[config.mk]
export PLATFORM = sky130hd
export DESIGN_NAME = pc_fetch_unit
export DESIGN_NICKNAME = d
export VERILOG_FILES = /design/src/rtl/pc_fetch_unit.sv
export SDC_FILE = /design/constraint.sdc
export NUM_CORES = 1
export LEC_CHECK = 0
export BUFFER_PORTS_ARGS = -buffer_cell sky130_fd_sc_hd__clkbuf_2
export CORE_UTILIZATION = 50
export CTS_CLUSTER_DIAMETER = 50
export DETAILED_ROUTE_END_ITERATION = 7
export MAX_ROUTING_LAYER = met4
export PLACE_DENSITY = 0.88
export SLEW_MARGIN = 25
export SYNTH_ARGS = -nofsm -noshare
export SYNTH_HDL_FRONTEND = slang
export SYNTH_SLANG_ARGS = --single-unit
export TNS_END_PERCENT = 50
[constraint.sdc]
create_clock -name Clk -period 2.8 [get_ports Clk]
set_input_delay 0.28 -clock Clk [delete_from_list [all_inputs] [get_ports Clk]]
set_output_delay 0.28 -clock Clk [all_outputs]
set_load 0.02 [all_outputs]
[src/rtl/pc_fetch_unit.sv]
// pc_fetch_unit: instruction-fetch front end. Holds the PC, fetches the word
// at PC over a Req/Ack memory handshake, and presents it to decode over a
// Valid/Ready handshake. A redirect that arrives while a fetch is outstanding
// is remembered (kill flag + target register) so the address stays stable
// until the memory answers.
// Optional feature macro: MISALIGN_TRAP_EN (misaligned PC loads trap instead
// of being force-aligned).
module pc_fetch_unit #(
    parameter logic [31:0] RESET_PC = 32'h0000_0000
) (
    input  logic        Clk,
    input  logic        Reset,
    input  logic [31:0] Next_PC,
    input  logic        Redirect,
    output logic [31:0] PC,
    output logic [31:0] PC_Plus4,
    output logic        IMem_Req,
    output logic [31:0] IMem_Addr,
    input  logic        IMem_Ack,
    input  logic [31:0] IMem_Data,
    output logic [31:0] Instr,
    output logic [31:0] Instr_PC,
    output logic        Instr_Valid,
    input  logic        Instr_Ready,
    output logic        Misalign_Trap
);

`ifdef MISALIGN_TRAP_EN
    typedef enum logic [1:0] {IDLE, FETCH, HOLD, TRAP} state_t;
`else
    typedef enum logic [1:0] {IDLE, FETCH, HOLD} state_t;
`endif

    state_t      state_q, state_d;
    logic [31:0] pc_q, pc_d;
    logic [31:0] instr_q, instr_d;
    logic [31:0] instr_pc_q, instr_pc_d;
    logic        kill_q, kill_d;
    logic [31:0] redir_q, redir_d;
    logic        load_req;
    logic [31:0] load_tgt;

    // State register: all sequential state, synchronous active-high reset
    always_ff @(posedge Clk) begin
        if (Reset) begin
            state_q    <= IDLE;
            pc_q       <= RESET_PC;
            instr_q    <= '0;
            instr_pc_q <= '0;
            kill_q     <= 1'b0;
            redir_q    <= '0;
        end else begin
            state_q    <= state_d;
            pc_q       <= pc_d;
            instr_q    <= instr_d;
            instr_pc_q <= instr_pc_d;
            kill_q     <= kill_d;
            redir_q    <= redir_d;
        end
    end

    // Next-state logic: FSM transitions plus PC / instruction / redirect updates
    always_comb begin
        state_d    = state_q;
        pc_d       = pc_q;
        instr_d    = instr_q;
        instr_pc_d = instr_pc_q;
        kill_d     = kill_q;
        redir_d    = redir_q;
        load_req   = 1'b0;
        load_tgt   = Next_PC;

        case (state_q)
            IDLE: begin
                if (Redirect) load_req = 1'b1;
                else          state_d  = FETCH;
            end
            FETCH: begin
                if (IMem_Ack) begin
                    // A same-cycle redirect supersedes any latched target
                    if (Redirect) begin
                        load_req = 1'b1;
                    end else if (kill_q) begin
                        load_req = 1'b1;
                        load_tgt = redir_q;
                    end else begin
                        instr_d    = IMem_Data;
                        instr_pc_d = pc_q;
                        state_d    = HOLD;
                    end
                    kill_d = 1'b0;
                end else if (Redirect) begin
                    // PC must stay put while Req is high; remember the target
                    redir_d = Next_PC;
                    kill_d  = 1'b1;
                end
            end
            HOLD: begin
                if (Redirect || Instr_Ready) load_req = 1'b1;
            end
`ifdef MISALIGN_TRAP_EN
            TRAP: begin
                if (Redirect && (Next_PC[1:0] == 2'b00)) load_req = 1'b1;
            end
`endif
            default: state_d = IDLE;
        endcase

        if (load_req) begin
`ifdef MISALIGN_TRAP_EN
            pc_d    = load_tgt;
            state_d = (load_tgt[1:0] != 2'b00) ? TRAP : FETCH;
`else
            pc_d    = {load_tgt[31:2], 2'b00};
            state_d = FETCH;
`endif
        end
    end

    // Output logic: handshake levels decoded from the registered state
    always_comb begin
        PC          = pc_q;
        IMem_Addr   = pc_q;
        PC_Plus4    = pc_q + 32'd4;
        IMem_Req    = (state_q == FETCH);
        Instr       = instr_q;
        Instr_PC    = instr_pc_q;
        Instr_Valid = (state_q == HOLD);
`ifdef MISALIGN_TRAP_EN
        Misalign_Trap = (state_q == TRAP);
`else
        Misalign_Trap = 1'b0;
`endif
    end

endmodule

* Word level (Yosys, flattened, before mapping)
Index checks and enable logic that the tools add are counted.
** Storage, ports and cells
- Logic and storage cells :: 50
- Input port bits :: 69
- Flip-flop bits (word level) :: 127
** Operators by class
- Bitwise gates (word level) :: 4
- Equal/unequal tests :: 11
- Mux-type cells :: 18
- Reductions and logical operators :: 9
- Add/subtract/negate cells :: 1
** Operators with widths (number)
- $mux 32 :: 4
- $add 32x3->32 const B :: 1
- $reduce_and 5->1 :: 2
- $mux 1 :: 8
- $mux 2 :: 4
- $ne 2x2->1 const B :: 3
- $ne 3x2->1 const B :: 2
- $pmux 2 s3 :: 1
- $ne 2x1->1 const B :: 2
- $not 1->1 :: 4
- $reduce_and 4->1 :: 1
- $ne 3x1->1 const B :: 1
- $ne 3x3->1 const B :: 1
- $pmux 1 s3 :: 1
- $reduce_and 3->1 :: 1
- $eq 2x1->1 const B :: 1
- $eq 2x2->1 const B :: 1
- $logic_not 2->1 :: 1
- $reduce_and 2->1 :: 1
- $reduce_bool 2->1 :: 1
- $reduce_or 2->1 :: 1
- $logic_or 1x1->1 :: 1

* Logic depth before layout (Yosys ltp)
- Depth after elaboration :: 6
- Gate-level depth with buffers :: 7

* Worst setup path before layout
No wires, ideal clock.
- Path type :: register to output
- From :: reg pc_q[2] (netlist: IMem_Addr[2])
- To :: out PC_Plus4[26]
- Setup slack :: 0.629 ns
- Data arrival time :: 1.891 ns
- Buffers on the path :: 0
- Required time :: 2.520 ns
- Cell stages (with the launch flop) :: 6
- Cell sequence :: dfxtp_1 > ha_1 > nand4_1 > nor3_1 > nand3_1 > xnor2_1
** Between the ends
- Longest elaborated chain between the ends :: 1
** RTL lines
- start, declared :: line 35 : logic [31:0] pc_q, pc_d;
- start signal, assigned :: line 54 : pc_q <= pc_d;
- $add 32x3->32 :: line 124 : PC_Plus4 = pc_q + 32'd4;
- end, declared :: line 16 : output logic [31:0] PC_Plus4,
No other way between the ends.

* Worst setup path in the final report
- From :: reg pc_q[13] (netlist: IMem_Addr[13])
- To :: out PC_Plus4[24]
Same word-level chain as after synthesis.

==> reports/summary.txt <==
Die H -> 107 um
count of state elements after synthesis -> 125
max-cap violation count -> 0
vias in the first global route -> 4,856
Post-synth EDFFs -> 0
setup TNS -> 0 ns
NetSw -> 1.38 mW
Syn Inst Count -> 676
Data required, critical path -> 2.52 ns
r2r endpoint -> Instr[21]$_SDFFE_PP0P_
largest cells by area after synthesis -> dfxtp_1 (45%), nand2_1 (13%), a21oi_1 (8.7%), buf_4 (6.1%), mux2i_1 (5.5%)
Synth Flop Type -> dfxtp_1
core area -> 10,500 um^2
busiest grt layer -> met2
slowest stage delay, CP -> 0.53 ns
GR Util met1 -> 32.3%
outcome -> finished, final reports clean
worst r2r src -> state_q[0]$_SDFFE_PP0P_
Worst-Margin Slew -> 0.815 ns
pwr dens -> 666 nW/um^2
Rel. slew slack -> 45.7%
CP Launch Point -> IMem_Addr[13]$_SDFFE_PP0P_
n_diodes -> 0
FP Rows -> 37
Unique masters post-synth -> 29
Synth Cell Area -> 5500 um^2
die width -> 107 um
NumNets Final -> 965
post-synthesis compound-gate area fraction -> 13.7%
largest family of logic cells by synthesized area -> simple AND/OR/NAND/NOR gates
DR DRC count -> 0
met3 usage -> 5.11%
CTS clk-pin slew, worst paths -> 0.06 ns
die area -> 11,400 um^2
register area share after synthesis -> 45.5%
WL/cell -> 14.3 um
first-pass GRT wire length -> 23,900 um
fraction of the mapped netlist area in simple logic gates -> 21.2%
Switching Fraction -> 27.6%
crit end category -> output pin
Vias/cell -> 5.11
TritonCTS buffer count -> 17
largest net degree at the start of global routing -> 77
initial core utilization -> 52.4%
RSZ-0062 raised after global routing -> no
Synth Warn # -> 0
Fmax -> 376 MHz
DR iter-0 viols -> 351
mux contribution to synthesized area -> 5.46%
CP max-delay cell -> nor4_4
post-detail-place hpwl -> 9790 um
Gate power share -> 15.1%
Adder-Cell Fraction of Synth Area -> 0.227%
crit-path max FO -> 8
drt first pass iters -> 4
Routed WL -> 15,000 um
most common cell in the netlist -> nand2_1
clock skew -> 0.0111 ns
post-synth top area share -> 45.5%
internal power -> 3.62 mW
final period utilization -> 95.1%
initial antenna violation count -> 0
CTS tree -> built
H-tree levels -> 4
commonest cells in the netlist -> nand2_1 (192), dfxtp_1 (125), a21oi_1 (96)
mean area per synthesized cell -> 8.14 um^2
Skew-Pair Late Insertion Delay -> 0.50 ns
layout cell share with drive strength beyond 1 -> 30.4%
cells along the critical path -> nand3_1, nor4_4, nand3_1, xnor2_1, clkbuf_2
Fill cells -> 816
Area Overhead vs Synth -> 36.2%
Static Leakage -> 3.47 nW
final setup fails -> 0
Hold Crit Class -> in2reg
R2R depth -> 5
number of I/O pins -> 232
post-route ant nets -> 0
Longest Clk Path Bufs -> 2
clock sink count -> 125
most frequent CP cell -> nand3_1
Synth Area in XOR/XNOR -> 4.46%
GRT Total Usage -> 27.2%
worst-case hold slack -> 0.0160 ns
via count -> 5,325
grt ovf -> 0
Startpoint Class -> flop
gpl congestion -> 0.860
sequential share of power -> 39.5%
Hold Violations, Final -> 0
clock root cell -> clkbuf_8
kind of critical path -> reg2out
clock share of power -> 45.4%
Critical Path End -> PC_Plus4[24]
Period minus WS final -> 2.66 ns
routing usage on met2 -> 44.9%
CP arrival -> 2.38 ns
Worst IR Drop VDD -> 0.570 mV
ys async rst share -> 0%
area leader, netlist -> dfxtp_1
r2r setup slk -> 0.72 ns
IO Port Bufs -> 220
Slew Viols, Final -> 0
-- state kept, by name (all words and copies together) (netlist names) --
signal / cells
Instr: 32
redir_q: 30
Instr_PC: 30
IMem_Addr: 30
state_q: 2
kill_q: 1
-- repair_timing --
action | 4_1_cts | 5_1_grt
endpoints found under the hold margin | 39 | 0
hold buffers | 39 | 0
pin swaps | 1 | 1
cloned | 0 | 0
endpoints found under the setup margin | 2 | 3
gates resized for setup | 0 | 0
buffers inserted | 2 | 1
-- cells by family after synthesis --
kind of cell,Yosys count
AO/OA/AOI/OAI,131
XOR/XNOR,28
adder cells (fa/ha/maj),1
buffers and inverters,88
flip-flops,125
multiplexers,30
other,1
AND/OR/NAND/NOR,272
-- power by group through the flow --
stage / logic (mW) / clock network (mW) / registers, mW
floorplan: 0.435 / 0 / 2.06
global placement: 0.703 / 0 / 2.00
detailed placement: 0.711 / 0 / 2.01
CTS: 0.757 / 2.30 / 1.97
global route: 0.816 / 2.39 / 1.98
finish: 0.756 / 2.26 / 1.97
-- through the flow --
step | setup WS [ns] | utilization, % | power [mW] | area (um^2) | cells
3_3_place_gp | 0.508 | 61.5 | 2.71 | 6460 | 970
3_5_place_dp | 0.483 | 61.5 | 2.72 | 6460 | 970
6_report | 0.138 | 71.3 | 4.99 | 7490 | 1043
2_1_floorplan | 0.629 | - | 2.50 | 5530 | 684
4_1_cts | 0.0360 | 71.2 | 5.02 | 7490 | 1042
5_1_grt | 0.00773 | 71.3 | 5.18 | 7490 | 1043
-- cell usage in the layout (no fill, tap or decap), types with 2 or more instances in the layout --
cell type	count
nor4_4	3
clkbuf_2	219
nor2_1	37
clkbuf_16	16
mux2i_1	30
buf_4	16
inv_6	2
inv_1	3
clkbuf_8	2
nand2_1	191
a21oi_1	96
buf_12	3
bufinv_16	4
xnor2_1	22
nand4_1	7
clkinvlp_4	2
nand3_1	19
dlygate4sd3_1	39
a211oi_1	31
conb_1	9
xor2_1	6
dfxtp_1	125
nor2b_1	2
and3_1	4
clkinv_2	2
nor3_1	2
clkinv_4	3
-- worst max-delay path: cells and delay by family, from the launching register on --
kind	cells	cell delay (ns)
AND/OR/NAND/NOR	3	1.00
flip-flops	1	0.50
buffers and inverters	1	0.20
XOR/XNOR	1	0.19
-- cell type report --
| type | instances | area [um^2] | area share, % |
|---|---|---|---|
| clock buffers | 18 | 428 | 5.71 |
| flip-flops and latches | 125 | 2500 | 33.4 |
| inverters | 3 | 11.3 | 0.150 |
| repair buffers | 277 | 1670 | 22.2 |
| well taps | 136 | 170 | 2.27 |
| multi-input cells | 471 | 2530 | 33.7 |
| clock inverters | 13 | 189 | 2.52 |
-- per-layer routing --
| layer | wire length (um) | up-vias |
|---|---|---|
| li1 | - | 2653 |
| met1 | 6270 | 2461 |
| met2 | 7570 | 183 |
| met3 | 732 | 28 |
| met4 | 376 | 0 |
| met5 | 0 | - |
-- worst min-delay path by stage --
stage                               from                        end  slack, ns  cells after the start
2_1_floorplan                   IMem_Ack        kill_q$_SDFFE_PP0P_       0.38                      1
3_3_place_gp    redir_q[25]$_SDFFE_PP0P_   redir_q[25]$_SDFFE_PP0P_       0.44                      2
3_5_place_dp   Instr_PC[10]$_SDFFE_PP0P_  Instr_PC[10]$_SDFFE_PP0P_       0.45                      2
4_1_cts                       Next_PC[2]    redir_q[2]$_SDFFE_PP0P_     0.0004                      3
5_1_grt                       Next_PC[8]    redir_q[8]$_SDFFE_PP0P_      0.007                      3
6_report                   IMem_Data[13]     Instr[13]$_SDFFE_PP0P_       0.02                      3
(Power assumes the default switching activity.)
